==> src/rtl/alu_pkg.sv <==
// Shared encodings for the sequential accumulator ALU: FSM states,
// operation codes and accumulator-source selects.
package alu_pkg;

    // Control FSM states; the encoding is visible on the state output port.
    typedef enum logic [1:0] {
        S_OFF   = 2'b00,
        S_READY = 2'b01,
        S_RUN   = 2'b10,
        S_ERR   = 2'b11
    } state_e;

    // Operation codes presented on the op input.
    typedef enum logic [2:0] {
        OP_AND  = 3'b000,
        OP_OR   = 3'b001,
        OP_XOR  = 3'b010,
        OP_NOT  = 3'b011,
        OP_ADD  = 3'b100,
        OP_SUB  = 3'b101,
        OP_MUL  = 3'b110,
        OP_PASS = 3'b111
    } op_e;

    // A-operand source on a start; 2'b11 behaves like SEL_PERSIST.
    typedef enum logic [1:0] {
        SEL_PERSIST = 2'b00,
        SEL_LOAD    = 2'b01,
        SEL_CLEAR   = 2'b10
    } sel_e;

endpackage

==> src/rtl/seq_mult.sv <==
// Shift-add multiplier: one multiplier bit per cycle, WIDTH cycles per
// product. done is high during the final step and product then already
// carries the completed sum, so the caller can capture it on that edge.
module seq_mult #(
    parameter int WIDTH = 8
) (
    input  logic                 clk,
    input  logic                 rst,
    input  logic                 start,
    input  logic [WIDTH-1:0]     a,
    input  logic [WIDTH-1:0]     b,
    input  logic                 abort,
    output logic                 busy,
    output logic                 done,
    output logic [2*WIDTH-1:0]   product
);
    localparam int CNT_W = $clog2(WIDTH + 1);

    logic [2*WIDTH-1:0] r_mcand;
    logic [2*WIDTH-1:0] r_prod;
    logic [WIDTH-1:0]   r_mplier;
    logic [CNT_W-1:0]   r_cnt;
    logic               r_busy;
    logic [2*WIDTH-1:0] w_addend;
    logic [2*WIDTH-1:0] w_sum;
    logic               w_last;

    assign w_addend = r_mplier[0] ? r_mcand : {(2*WIDTH){1'b0}};
    assign w_sum    = r_prod + w_addend;
    assign w_last   = r_busy && (r_cnt == CNT_W'(WIDTH - 1));

    // Operand latch on start, then one partial-product step per busy cycle.
    always_ff @(posedge clk) begin
        if (rst) begin
            r_mcand  <= {(2*WIDTH){1'b0}};
            r_prod   <= {(2*WIDTH){1'b0}};
            r_mplier <= {WIDTH{1'b0}};
            r_cnt    <= {CNT_W{1'b0}};
            r_busy   <= 1'b0;
        end else if (abort) begin
            r_busy   <= 1'b0;
        end else if (start) begin
            r_mcand  <= {{WIDTH{1'b0}}, a};
            r_prod   <= {(2*WIDTH){1'b0}};
            r_mplier <= b;
            r_cnt    <= {CNT_W{1'b0}};
            r_busy   <= 1'b1;
        end else if (r_busy) begin
            r_prod   <= w_sum;
            r_mcand  <= r_mcand << 1;
            r_mplier <= r_mplier >> 1;
            r_cnt    <= r_cnt + CNT_W'(1);
            r_busy   <= ~w_last;
        end else begin
            r_busy   <= 1'b0;
        end
    end

    assign busy    = r_busy;
    assign done    = w_last;
    assign product = w_sum;

endmodule

==> src/rtl/seq_alu_acc.sv <==
// Handshaked accumulator ALU. Single-cycle ops write the accumulator on
// the start edge; MUL runs through seq_mult while the FSM sits in RUN and
// parks in ERROR when the product does not fit in WIDTH bits.
module seq_alu_acc
    import alu_pkg::*;
#(
    parameter int WIDTH = 8
) (
    input  logic             clk,
    input  logic             rst,
    input  logic             on,
    input  logic [1:0]       acc_sel,
    input  logic [WIDTH-1:0] num1,
    input  logic [WIDTH-1:0] num2,
    input  logic [2:0]       op,
    input  logic             start,
    input  logic             err_ack,
    output logic [WIDTH-1:0] result,
    output logic             carry,
    output logic             zero,
    output logic             done,
    output logic             busy,
    output logic             error,
    output logic [1:0]       state
);
    state_e             r_state;
    state_e             w_nxt_state;
    logic [WIDTH-1:0]   r_acc;
    logic [WIDTH-1:0]   w_nxt_acc;
    logic [WIDTH-1:0]   w_a_opnd;
    logic               r_carry, w_nxt_carry;
    logic               r_zero,  w_nxt_zero;
    logic               r_done,  w_nxt_done;
    logic [WIDTH:0]     w_alu_res;
    logic               w_mult_start, w_mult_abort;
    logic               w_mult_busy,  w_mult_done;
    logic [2*WIDTH-1:0] w_mult_prod;

    // Single-cycle ALU; bit WIDTH is ADD carry-out or SUB borrow.
    function automatic logic [WIDTH:0] alu_calc(input logic [2:0] f_op,
                                                input logic [WIDTH-1:0] f_a,
                                                input logic [WIDTH-1:0] f_b);
        logic [WIDTH:0] v_res;
        v_res = {(WIDTH+1){1'b0}};
        case (f_op)
            OP_AND:  v_res = {1'b0, f_a & f_b};
            OP_OR:   v_res = {1'b0, f_a | f_b};
            OP_XOR:  v_res = {1'b0, f_a ^ f_b};
            OP_NOT:  v_res = {1'b0, ~f_a};
            OP_ADD:  v_res = {1'b0, f_a} + {1'b0, f_b};
            OP_SUB:  v_res = {1'b0, f_a} - {1'b0, f_b};
            OP_PASS: v_res = {1'b0, f_b};
            default: v_res = {(WIDTH+1){1'b0}};
        endcase
        return v_res;
    endfunction

    // A-operand source for the operation being started.
    always_comb begin
        case (acc_sel)
            SEL_LOAD:  w_a_opnd = num1;
            SEL_CLEAR: w_a_opnd = {WIDTH{1'b0}};
            default:   w_a_opnd = r_acc;
        endcase
    end

    assign w_alu_res = alu_calc(op, w_a_opnd, num2);

    seq_mult #(.WIDTH(WIDTH)) u_mult (
        .clk     (clk),
        .rst     (rst),
        .start   (w_mult_start),
        .a       (w_a_opnd),
        .b       (num2),
        .abort   (w_mult_abort),
        .busy    (w_mult_busy),
        .done    (w_mult_done),
        .product (w_mult_prod)
    );

    // Next-state, accumulator/flag update and multiplier control.
    always_comb begin
        w_nxt_state  = r_state;
        w_nxt_acc    = r_acc;
        w_nxt_carry  = r_carry;
        w_nxt_zero   = r_zero;
        w_nxt_done   = 1'b0;
        w_mult_start = 1'b0;
        w_mult_abort = 1'b0;
        if (!on) begin
            // Power-down wins everywhere; a running multiply is dropped unwritten.
            w_nxt_state  = S_OFF;
            w_mult_abort = w_mult_busy;
        end else begin
            case (r_state)
                S_OFF: begin
                    w_nxt_state = S_READY;
                end
                S_READY: begin
                    if (start) begin
                        if (op == OP_MUL) begin
                            w_mult_start = 1'b1;
                            w_nxt_state  = S_RUN;
                        end else begin
                            w_nxt_acc   = w_alu_res[WIDTH-1:0];
                            w_nxt_carry = w_alu_res[WIDTH];
                            w_nxt_zero  = (w_alu_res[WIDTH-1:0] == {WIDTH{1'b0}});
                            w_nxt_done  = 1'b1;
                        end
                    end else begin
                        w_nxt_state = S_READY;
                    end
                end
                S_RUN: begin
                    if (w_mult_done) begin
                        w_nxt_acc   = w_mult_prod[WIDTH-1:0];
                        w_nxt_carry = 1'b0;
                        w_nxt_zero  = (w_mult_prod[WIDTH-1:0] == {WIDTH{1'b0}});
                        w_nxt_done  = 1'b1;
                        if (w_mult_prod[2*WIDTH-1:WIDTH] != {WIDTH{1'b0}}) begin
                            w_nxt_state = S_ERR;
                        end else begin
                            w_nxt_state = S_READY;
                        end
                    end else if (!w_mult_busy) begin
                        // Multiplier idle while in RUN cannot make progress; recover.
                        w_nxt_state = S_READY;
                    end else begin
                        w_nxt_state = S_RUN;
                    end
                end
                S_ERR: begin
                    if (err_ack) begin
                        w_nxt_state = S_READY;
                    end else begin
                        w_nxt_state = S_ERR;
                    end
                end
                default: begin
                    w_nxt_state = S_READY;
                end
            endcase
        end
    end

    // State, accumulator and flag registers.
    always_ff @(posedge clk) begin
        if (rst) begin
            r_state <= S_READY;
            r_acc   <= {WIDTH{1'b0}};
            r_carry <= 1'b0;
            r_zero  <= 1'b0;
            r_done  <= 1'b0;
        end else begin
            r_state <= w_nxt_state;
            r_acc   <= w_nxt_acc;
            r_carry <= w_nxt_carry;
            r_zero  <= w_nxt_zero;
            r_done  <= w_nxt_done;
        end
    end

    assign result = r_acc;
    assign carry  = r_carry;
    assign zero   = r_zero;
    assign done   = r_done;
    assign busy   = (r_state == S_RUN);
    assign error  = (r_state == S_ERR);
    assign state  = r_state;

endmodule
==> config.mk <==
export PLATFORM = sky130hd
export DESIGN_NAME = seq_alu_acc
export DESIGN_NICKNAME = d
export VERILOG_FILES = /design/src/rtl/alu_pkg.sv /design/src/rtl/seq_mult.sv /design/src/rtl/seq_alu_acc.sv
export SDC_FILE = /design/constraint.sdc
export NUM_CORES = 1
export LEC_CHECK = 0
export ABC_AREA = 1
export BUFFER_PORTS_ARGS = -buffer_cell sky130_fd_sc_hd__clkbuf_2
export CORE_MARGIN = 1.5
export CORE_UTILIZATION = 66
export CTS_CLUSTER_DIAMETER = 150
export DETAILED_ROUTE_END_ITERATION = 8
export PLACE_DENSITY_LB_ADDON = 0.15
export SETUP_SLACK_MARGIN = 0.1
export SLEW_MARGIN = 5
export SYNTH_ARGS = -nofsm -noshare
export SYNTH_HDL_FRONTEND = slang
export SYNTH_HIERARCHICAL = 1
export SYNTH_SLANG_ARGS = --single-unit
==> constraint.sdc <==
create_clock -name clk -period 6.45 [get_ports clk]
set_clock_uncertainty 0.15 [all_clocks]
set_input_delay 1.29 -clock clk [delete_from_list [all_inputs] [get_ports clk]]
set_output_delay 1.29 -clock clk [all_outputs]
set_load 0.02 [all_outputs]
=== Word level (Yosys, flattened, before mapping) ===
Cells that the tools add are included.

* Bits in latches: 0
* ROM bits: 0
* RAM bits: 0
* Output and inout bits: 15
* Memories: 0
* Register bits: 58
* Logic and storage cells: 94

* Multipliers: 0
* Bitwise logic cells: 7
* Magnitude comparators: 0
* Multiplexer cells: 42
* Eq/ne operators: 18
* $add $sub $neg: 4
* Shifts and indexed selects: 0
* Div/mod/pow operators: 0
* Reductions and logical operators: 12

{| class="wikitable"
|+ Operator list
! cell !! count
|-
| two-way mux 16 bit || 5
|-
| case mux 9 bit (7 select lines) || 1
|-
| two-way mux 8 bit || 5
|-
| case mux 8 bit (2 select lines) || 2
|-
| two-way mux 1 bit || 17
|-
| adder 16 bit || 1
|-
| logical NOT 8 bit || 2
|-
| equality test 3 bit, second input constant || 4
|-
| two-way mux 2 bit || 6
|-
| adder 8 x 8 -> 9 bit || 1
|-
| subtractor 8 x 8 -> 9 bit || 1
|-
| bitwise AND 8 bit || 1
|-
| two-way mux 4 bit || 2
|-
| inverter 8 bit || 1
|-
| OR 8 bit || 1
|-
| case mux 2 bit (4 select lines) || 1
|-
| nonzero test 8 bit || 1
|-
| XOR 8 bit || 1
|-
| equality test 2 bit, second input constant || 3
|-
| equality test 3 x 2 -> 1 bit, second input constant || 2
|-
| case mux 1 bit (2 select lines) || 3
|-
| AND reduction 5 bit || 1
|-
| adder 4 x 1 -> 4 bit, second input constant || 1
|-
| equality test 2 x 1 -> 1 bit, second input constant || 2
|-
| other kinds (13) || 18
|}

=== Longest topological paths before layout ===
Gate-level depths: netlist (run 1).

* Word-level depth: 8
* Gate-level depth with buffers: 21
* Depth with buffers taken out: 20

=== By module ===
The synthesis (run 1) kept the hierarchy.

{| class="wikitable"
|+ By module, submodules not included
! module !! cells each !! area an instance (sq um) !! sequential area each (sq um) !! instances
|-
| seq_mult || 431 || 2,755.1 || 900.9 || 1
|-
| seq_alu_acc || 379 || 2,178.3 || 260.2 || 1
|}

=== Worst setup path after synthesis (run 1) ===
No wires, ideal clock.

* Path type: in2reg
* Start: input port acc_sel[1]
* End: register r_zero, in the netlist zero
* Path buffers: 1
* Arrival: 3,433 ps
* Required time: 6,234 ps
* Library setup time: 66 ps
* Setup slack: 2,800 ps
* Cell stages on the path: 20
* Path through: inv_1 > ha_1 > inv_1 > buf_6 > nand3_1 > nand2_1 > inv_1 > ha_1 > fa_1 > inv_1 > nand2_1 > nand2_1 > nand2_1 > nor2_1 > nor2_1 > nor2_1 > nand2_1 > nor2_1 > nand3_1 > a21oi_2

* Cells in the longest elaborated chain, start to end: 8
* Elaborated cells between the ends (all ways): 14

{| class="wikitable"
|+ RTL lines
! what !! line !! source
|-
| start: declaration || seq_alu_acc.sv:12 || <nowiki>input logic [1:0] acc_sel,</nowiki>
|-
| equality test 2 bit or equality test 2 x 1 -> 1 bit (tied branches) || seq_alu_acc.sv:60 || <nowiki>case (acc_sel)</nowiki>
|-
| case mux 8 bit (2 select lines) * || seq_alu_acc.sv:60 ||
|-
| named net w_a_opnd[0] || seq_alu_acc.sv:30 || <nowiki>logic [WIDTH-1:0] w_a_opnd;</nowiki>
|-
| subtractor 8 x 8 -> 9 bit (tied with other cells) || seq_alu_acc.sv:51 || <nowiki>OP_SUB: v_res = {1'b0, f_a} - {1'b0, f_b};</nowiki>
|-
| case mux 9 bit (7 select lines) * || seq_alu_acc.sv:45 || <nowiki>case (f_op)</nowiki>
|-
| logical NOT 8 bit * || seq_alu_acc.sv:107 || <nowiki>w_nxt_zero = (w_alu_res[WIDTH-1:0] == {WIDTH{1'b0}});</nowiki>
|-
| two-way mux 1 bit * || seq_alu_acc.sv:101 || <nowiki>if (op == OP_MUL) begin</nowiki>
|-
| two-way mux 1 bit * || seq_alu_acc.sv:100 || <nowiki>if (start) begin</nowiki>
|-
| case mux 1 bit (2 select lines) * || seq_alu_acc.sv:95 || <nowiki>case (r_state)</nowiki>
|-
| end signal: assignment || seq_alu_acc.sv:158 || <nowiki>r_zero <= w_nxt_zero;</nowiki>
|-
| end: declaration || seq_alu_acc.sv:32 || <nowiki>logic r_zero, w_nxt_zero;</nowiki>
|}

Mark *: on every way through the listed nets, which the timed path passes. The rest lies on a longest branch. The select of a mux whose other input is x is not followed.
A chain may end at the register's enable or synchronous reset.

=== Worst setup path in the final report (run 1) ===
* Start: input port op[0]
* End: register u_mult.r_prod[9]

* Cells in the longest elaborated chain, start to end: 7
* Elaborated cells between the ends (all ways): 8

{| class="wikitable"
|+ RTL lines
! what !! line !! source
|-
| start: declaration || seq_alu_acc.sv:15 || <nowiki>input logic [2:0] op,</nowiki>
|-
| equality test 3 bit * || seq_alu_acc.sv:101 ||
|-
| two-way mux 1 bit * || seq_alu_acc.sv:101 ||
|-
| two-way mux 1 bit * || seq_alu_acc.sv:100 ||
|-
| two-way mux 1 bit * || seq_alu_acc.sv:95 ||
|-
| two-way mux 1 bit * || seq_alu_acc.sv:90 || <nowiki>if (!on) begin</nowiki>
|-
| named net w_mult_start || seq_alu_acc.sv:35 || <nowiki>logic w_mult_start, w_mult_abort;</nowiki>
|-
| nonzero test 2 bit (no source line) || n/a ||
|-
| AND reduction 2 bit (no source line) || n/a ||
|-
| end signal: assignment || seq_mult.sv:36 || <nowiki>r_prod <= {(2*WIDTH){1'b0}};</nowiki>
|-
| end signal: assignment || seq_mult.sv:44 || <nowiki>r_prod <= {(2*WIDTH){1'b0}};</nowiki>
|-
| end signal: assignment || seq_mult.sv:49 || <nowiki>r_prod <= w_sum;</nowiki>
|-
| end: declaration || seq_mult.sv:20 || <nowiki>logic [2*WIDTH-1:0] r_prod;</nowiki>
|}

Mark *: on every way through the listed nets, which the timed path passes. The rest lies on a longest branch.

==> reports/metrics.cfg, run 1 <==
[min_path]
whs_path_depth = 2
hold_start = u_mult/r_prod[10]
holdPathEnd = u_mult/r_prod[10]
hp-class = reg -> reg

[synthesis]
syn_area_per_cell_sq_um = 6.09
ys_ff_latch = 58
synth-async-reset-ratio_pct = 0
post_synth_num_cell_types = 38
syn_inst = 810
yosys_warnings = 6
synth_edf_count = 0
yosysSeqAreaShare_pct = 23.5
synth_nets = 884
netlist_area_sq_um = 4930
ys.flop_type = dfxtp_1

[sta]
worstMarginPinSlew_ns = 1.17
slew_viol_final = 0
hold_viol = 0
final-setup-viol-count = 0
period_share_pct = 64.4
period_minus_slack_ns = 4.15
fin_setup_tns_ns = 0
rsz0062_at_grt = false
max_freq_ghz = 0.241
slew_headroom_pct = 22.0
finalWorstSetupSlack_ns = 2.30

[setup_path]
r2r_cells = 16
startpoint_type = primary input
r2r_start = u_mult/r_mplier[0]
path_class = in -> reg
critPathRequiredTime_ns = 6.55
r2r_setup_slack_ns = 2.83
arrival_ns = 4.26
cp_max_fo = 47
reg2reg_to = state[1]
end_kind = flip-flop

[grt]
antenna_found_initial = 0
grt_pass1_wl_microns = 20700
grt_pass1_vias = 4596
track_usage_pct = 33.6
grt_max_degree = 48
grt_overflow_total = 0

[cells_and_area]
final_common_cell = nand2_1
fin_util_pct = 72.8
area_delta_synth_final_pct = 7.03
num_antenna_cells = 0
final_cell_mix = nand2_1, inv_1, a21oi_1, dfxtp_1, nor2_1
fin_nets = 907
drive_above_1_share_pct = 8.47

[run]
maxCapViolCount = 0

[drt]
firstDrtPassIters = 6
wl_per_cell_microns = 13.8
drtIter0Drc = 324
routed-via-count = 5204
drc_errors = 0
drt-total-wl_microns = 12900
viasPerCell = 5.55
ant_nets = 0

[cts]
hold_buffers = 0
cts_buffers = 9
cts_buffer_depth = 2
path_clk_slew_ns = 0.07
htreeDepth = 3
cts_resized = 0
cts_tree = done
cts_setup_buffers = 0
clk-insertion-delay-late_ns = 0.34
root_buffer = clkbuf_8
clkSinkCount = 58

[die]
die-area_sq_um = 8000
io_pins = 41
rows = 31
core_sq_um = 7250
start_util_pct = 68.0
die-height_microns = 89.5
die_x_microns = 89.5

[placement]
place_congestion = 1.01
dp_hpwl_microns = 9870
dpl_worst_slack_ns = 2.01
port-buffer-count = 40

[outcome]
status = completed

[power_and_ir_drop]
p_per_area_nw_per_um2 = 171
vdd_drop_max_mv = 0.147
leakage_nw = 2.87

-- cell families after synthesis --
kind of cell               Yosys count  share of synthesized area, %
DFF                                 58                          23.5
and+or+nand+nor                    435                          37.2
xor gates and xnor gates            15                          2.66
buffers and inverters              151                          12.7
AOI/OAI and AO/OA                  103                          11.5
adders and majority gates           48                          12.5
-- cell type report --
type | count | area [sq um]
Sequential cell | 58 | 1160
Clock buffer | 11 | 141
Clock inverter | 5 | 30.0
Timing Repair Buffer | 41 | 208
Fill cell | 653 | 1970
Inverter | 122 | 458
Multi-Input combinational cell | 601 | 3160
Tap cell | 99 | 124
-- critical path, cell delays in order --
cell,delay [ns]
clkbuf_2,0.20
inv_1,0.18
nand3_1,0.17
nor2_1,0.42
o21bai_4,0.45
nor2_2,0.92
buf_4,0.37
nand3_1,0.10
a21oi_1,0.15
-- sequential cells by signal (all words and copies together), names as in the netlist, 2 cells and up --
| name | count |
|---|---|
| u_mult/r_mplier | 8 |
| u_mult/r_cnt | 4 |
| u_mult/r_prod | 16 |
| state | 2 |
| u_mult/r_mcand | 16 |
| result | 8 |
-- worst max-delay path by stage --
stage,startpoint,depth (start not counted),endpoint
finish,op[0],9,u_mult/r_prod[9]
global route,op[0],9,u_mult/r_prod[9]
CTS,op[0],9,u_mult/r_prod[9]
detailed placement,op[0],9,u_mult/r_prod[9]
global placement,op[0],9,u_mult/r_prod[12]
floorplan,acc_sel[1],20,zero
-- power breakdown --
group	switching, mW	internal, mW	leakage (nW)
Sequential	0.00662	0.365	0.469
Combinational	0.154	0.0744	2.32
Clock	0.155	0.148	0.0851
-- through the flow --
step | instance area, sq um | cells | power (mW) | hold slack [ns]
6_report | 5280 | 937 | 0.904 | 0.321
5_1_grt | 5280 | 937 | 0.946 | 0.343
4_1_cts | 5280 | 937 | 0.899 | 0.322
3_5_place_dp | 5110 | 921 | 0.601 | 0.311
3_3_place_gp | 5110 | 921 | 0.595 | 0.304
2_1_floorplan | 4930 | 810 | 0.543 | 0.295
-- Yosys cell counts, types with 5 or more instances --
master / count / area, sq um
dfxtp_1: 58 / 1160
clkbuf_1: 10 / 37.5
nand3b_1: 7 / 52.6
nand4_1: 12 / 75.1
buf_2: 10 / 50.1
a31oi_1: 16 / 100
ha_1: 46 / 576
nand2_1: 283 / 1060
nor3_1: 12 / 60.1
xor2_1: 12 / 105
or2_2: 5 / 31.3
o21ai_0: 14 / 70.1
inv_1: 118 / 443
a21oi_1: 62 / 310
and2_1: 8 / 50.1
nor2_1: 52 / 195
nand3_1: 46 / 230
buf_4: 6 / 45.0
-- routing by layer --
metal	part of all wire [%]	global-route usage (%)	vias up	wire length, microns
li1	-	-	2611	-
met1	44	42.9	2357	5700
met2	46	56.7	220	6020
met3	8.0	7.20	16	1030
met4	1.5	10.2	0	189
met5	0	0	-	0
Power figures use the tool's default switching activity.
==> inputs of run 2 (changes only) <==
- CORE_UTILIZATION: 66 -> 55
- clock period: 6.45 -> 3.8 ns (I/O delays scaled with it)
==> run 2 against run 1 <==
Net effect: combinational power increased by 68%; global-route usage shrank 5.0 points; die area grew 19%; sequential power grew 70%; clock power up 95%; design area up 2.1%; critical path depth increased by 7; sequential share of layout area fell by 0.46 points; final cell count grew 1.9%; count of clock-buffer cells in the layout is 1 higher; register-to-register slack got worse by 2.4 ns; via count is 3.1% lower; critical endpoint is now state[1].
==> reports/metrics.cfg, run 2 (synthesis results as in run 1) <==
[die]
die-height_microns = 97.7  ; +9.2%
core_sq_um = 8720  ; +20%
die-area_sq_um = 9550  ; +19%
start_util_pct = 56.6  ; -11 points
rows = 34  ; +9.7%
die_x_microns = 97.7  ; +9.2%
io_pins = 41  ; unchanged

[drt]
drc_errors = 0  ; unchanged
drtIter0Drc = 300  ; -7.4%
viasPerCell = 5.28  ; -4.9%
firstDrtPassIters = 4  ; -2
wl_per_cell_microns = 13.4  ; -2.7%
ant_nets = 0  ; unchanged
routed-via-count = 5043  ; -3.1%
drt-total-wl_microns = 12800  ; -0.80%

[cts]
htreeDepth = 3  ; unchanged
cts_resized = 0  ; unchanged
path_clk_slew_ns = 0.07  ; about the same
clk-insertion-delay-late_ns = 0.33  ; about the same
cts_tree = done
cts_buffers = 9  ; unchanged
clkSinkCount = 58  ; unchanged
cts_setup_buffers = 0  ; unchanged
hold_buffers = 0  ; unchanged
cts_buffer_depth = 2  ; unchanged
root_buffer = clkbuf_8

[grt]
grt_max_degree = 46  ; -4.2%
antenna_found_initial = 0  ; unchanged
grt_pass1_vias = 4929  ; +7.2%
track_usage_pct = 28.6  ; -5.0 points
grt_overflow_total = 0  ; unchanged
grt_pass1_wl_microns = 22500  ; +8.8%

[setup_path]
r2r_start = u_mult/r_mplier[0]
arrival_ns = 3.40  ; -0.86 ns
path_class = reg -> reg
startpoint_type = flip-flop
cp_max_fo = 7  ; -85%
critPathLaunch = u_mult/r_mplier[0]
critPathRequiredTime_ns = 3.86  ; -2.69 ns
end_kind = flip-flop

[cells_and_area]
fin_util_pct = 61.8  ; -11 points
num_antenna_cells = 0  ; unchanged
final_common_cell = nand2_1
area_delta_synth_final_pct = 9.31
fin_nets = 916  ; +0.99%
final_cell_mix = nand2_1, inv_1, a21oi_1, dfxtp_1, nor2_1
drive_above_1_share_pct = 9.45  ; +0.97 points
largestRegisters = u_mult/r_mcand x16, u_mult/r_prod x16

[sta]
period_share_pct = 87.8
rsz0062_at_grt = false
max_freq_ghz = 0.300
worstMarginPinSlew_ns = 0.662  ; -0.505 ns
period_minus_slack_ns = 3.34
slew_viol_final = 0  ; unchanged
slew_headroom_pct = 55.7  ; +34 points
fin_setup_tns_ns = 0  ; unchanged
hold_viol = 0  ; unchanged
final-setup-viol-count = 0  ; unchanged

[min_path]
hp-class = reg -> reg
hold_start = u_mult/r_mplier[7]

[power_and_ir_drop]
p_total_mw = 1.61  ; +78%
p_per_area_nw_per_um2 = 298  ; +74%
vdd_drop_max_mv = 0.247  ; +67%
leakage_nw = 2.93  ; +2.0%

[outcome]
status = completed

[placement]
dp_hpwl_microns = 10100  ; +2.0%
port-buffer-count = 40  ; unchanged
place_congestion = 0.985  ; -2.5%

[run]
maxCapViolCount = 0  ; unchanged

[run 2: worst paths after layout]
kind | end | slack, ns | depth (start not counted)
worst max register to register | state[1] | 0.46 | 16
worst min-delay path | u_mult/r_mplier[7] | 0.32 | 2
worst max-delay path | state[1] | 0.46 | 16
worst min register to register | u_mult/r_mplier[7] | 0.32 | 2
[run 2: per-layer routing]
metal,global-route usage [%],up-vias,part of all wire [%]
met4,10.0,0,1.7
met1,38.1,2266,48
li1,-,2628,-
met5,0,-,0
met2,46.8,130,46
met3,4.75,19,4.6
[run 2: critical path: stages (launching register included)]
cell	delay (ns)
dfxtp_1	0.49
nand2_1	0.10
inv_1	0.07
ha_1	0.16
inv_1	0.06
fa_1	0.43
inv_1	0.10
nand3_1	0.07
nand2_1	0.14
nand3_1	0.14
nand3_1	0.10
nand2_1	0.06
and2_1	0.16
nor4_1	0.53
a21oi_1	0.16
o21ai_0	0.20
a21oi_1	0.09
[run 2: cell type report]
class	instances	area, sq um
clock buffer	12	155
clock inverter	4	50.0
fill	843	3330
inverter	122	458
multi-input combinational	601	3160
sequential	58	1160
tap	108	135
timing repair buffer	50	275
[run 2: metrics by stage]
step | worst slack [ns] | hold slack [ns] | cell area (sq um) | std cells
3_3_place_gp | 0.401 | 0.301 | 5190 | 939
5_1_grt | 0.314 | 0.342 | 5390 | 955
4_1_cts | 0.517 | 0.317 | 5390 | 955
2_1_floorplan | 0.680 | 0.295 | 4930 | 810
3_5_place_dp | 0.307 | 0.306 | 5190 | 939
6_report | 0.462 | 0.317 | 5390 | 955
[run 2: report_power, final]
group	internal (mW)	total (mW)	switching, mW
logic	0.130	0.384	0.254
registers	0.620	0.632	0.0120
clock network	0.338	0.592	0.254
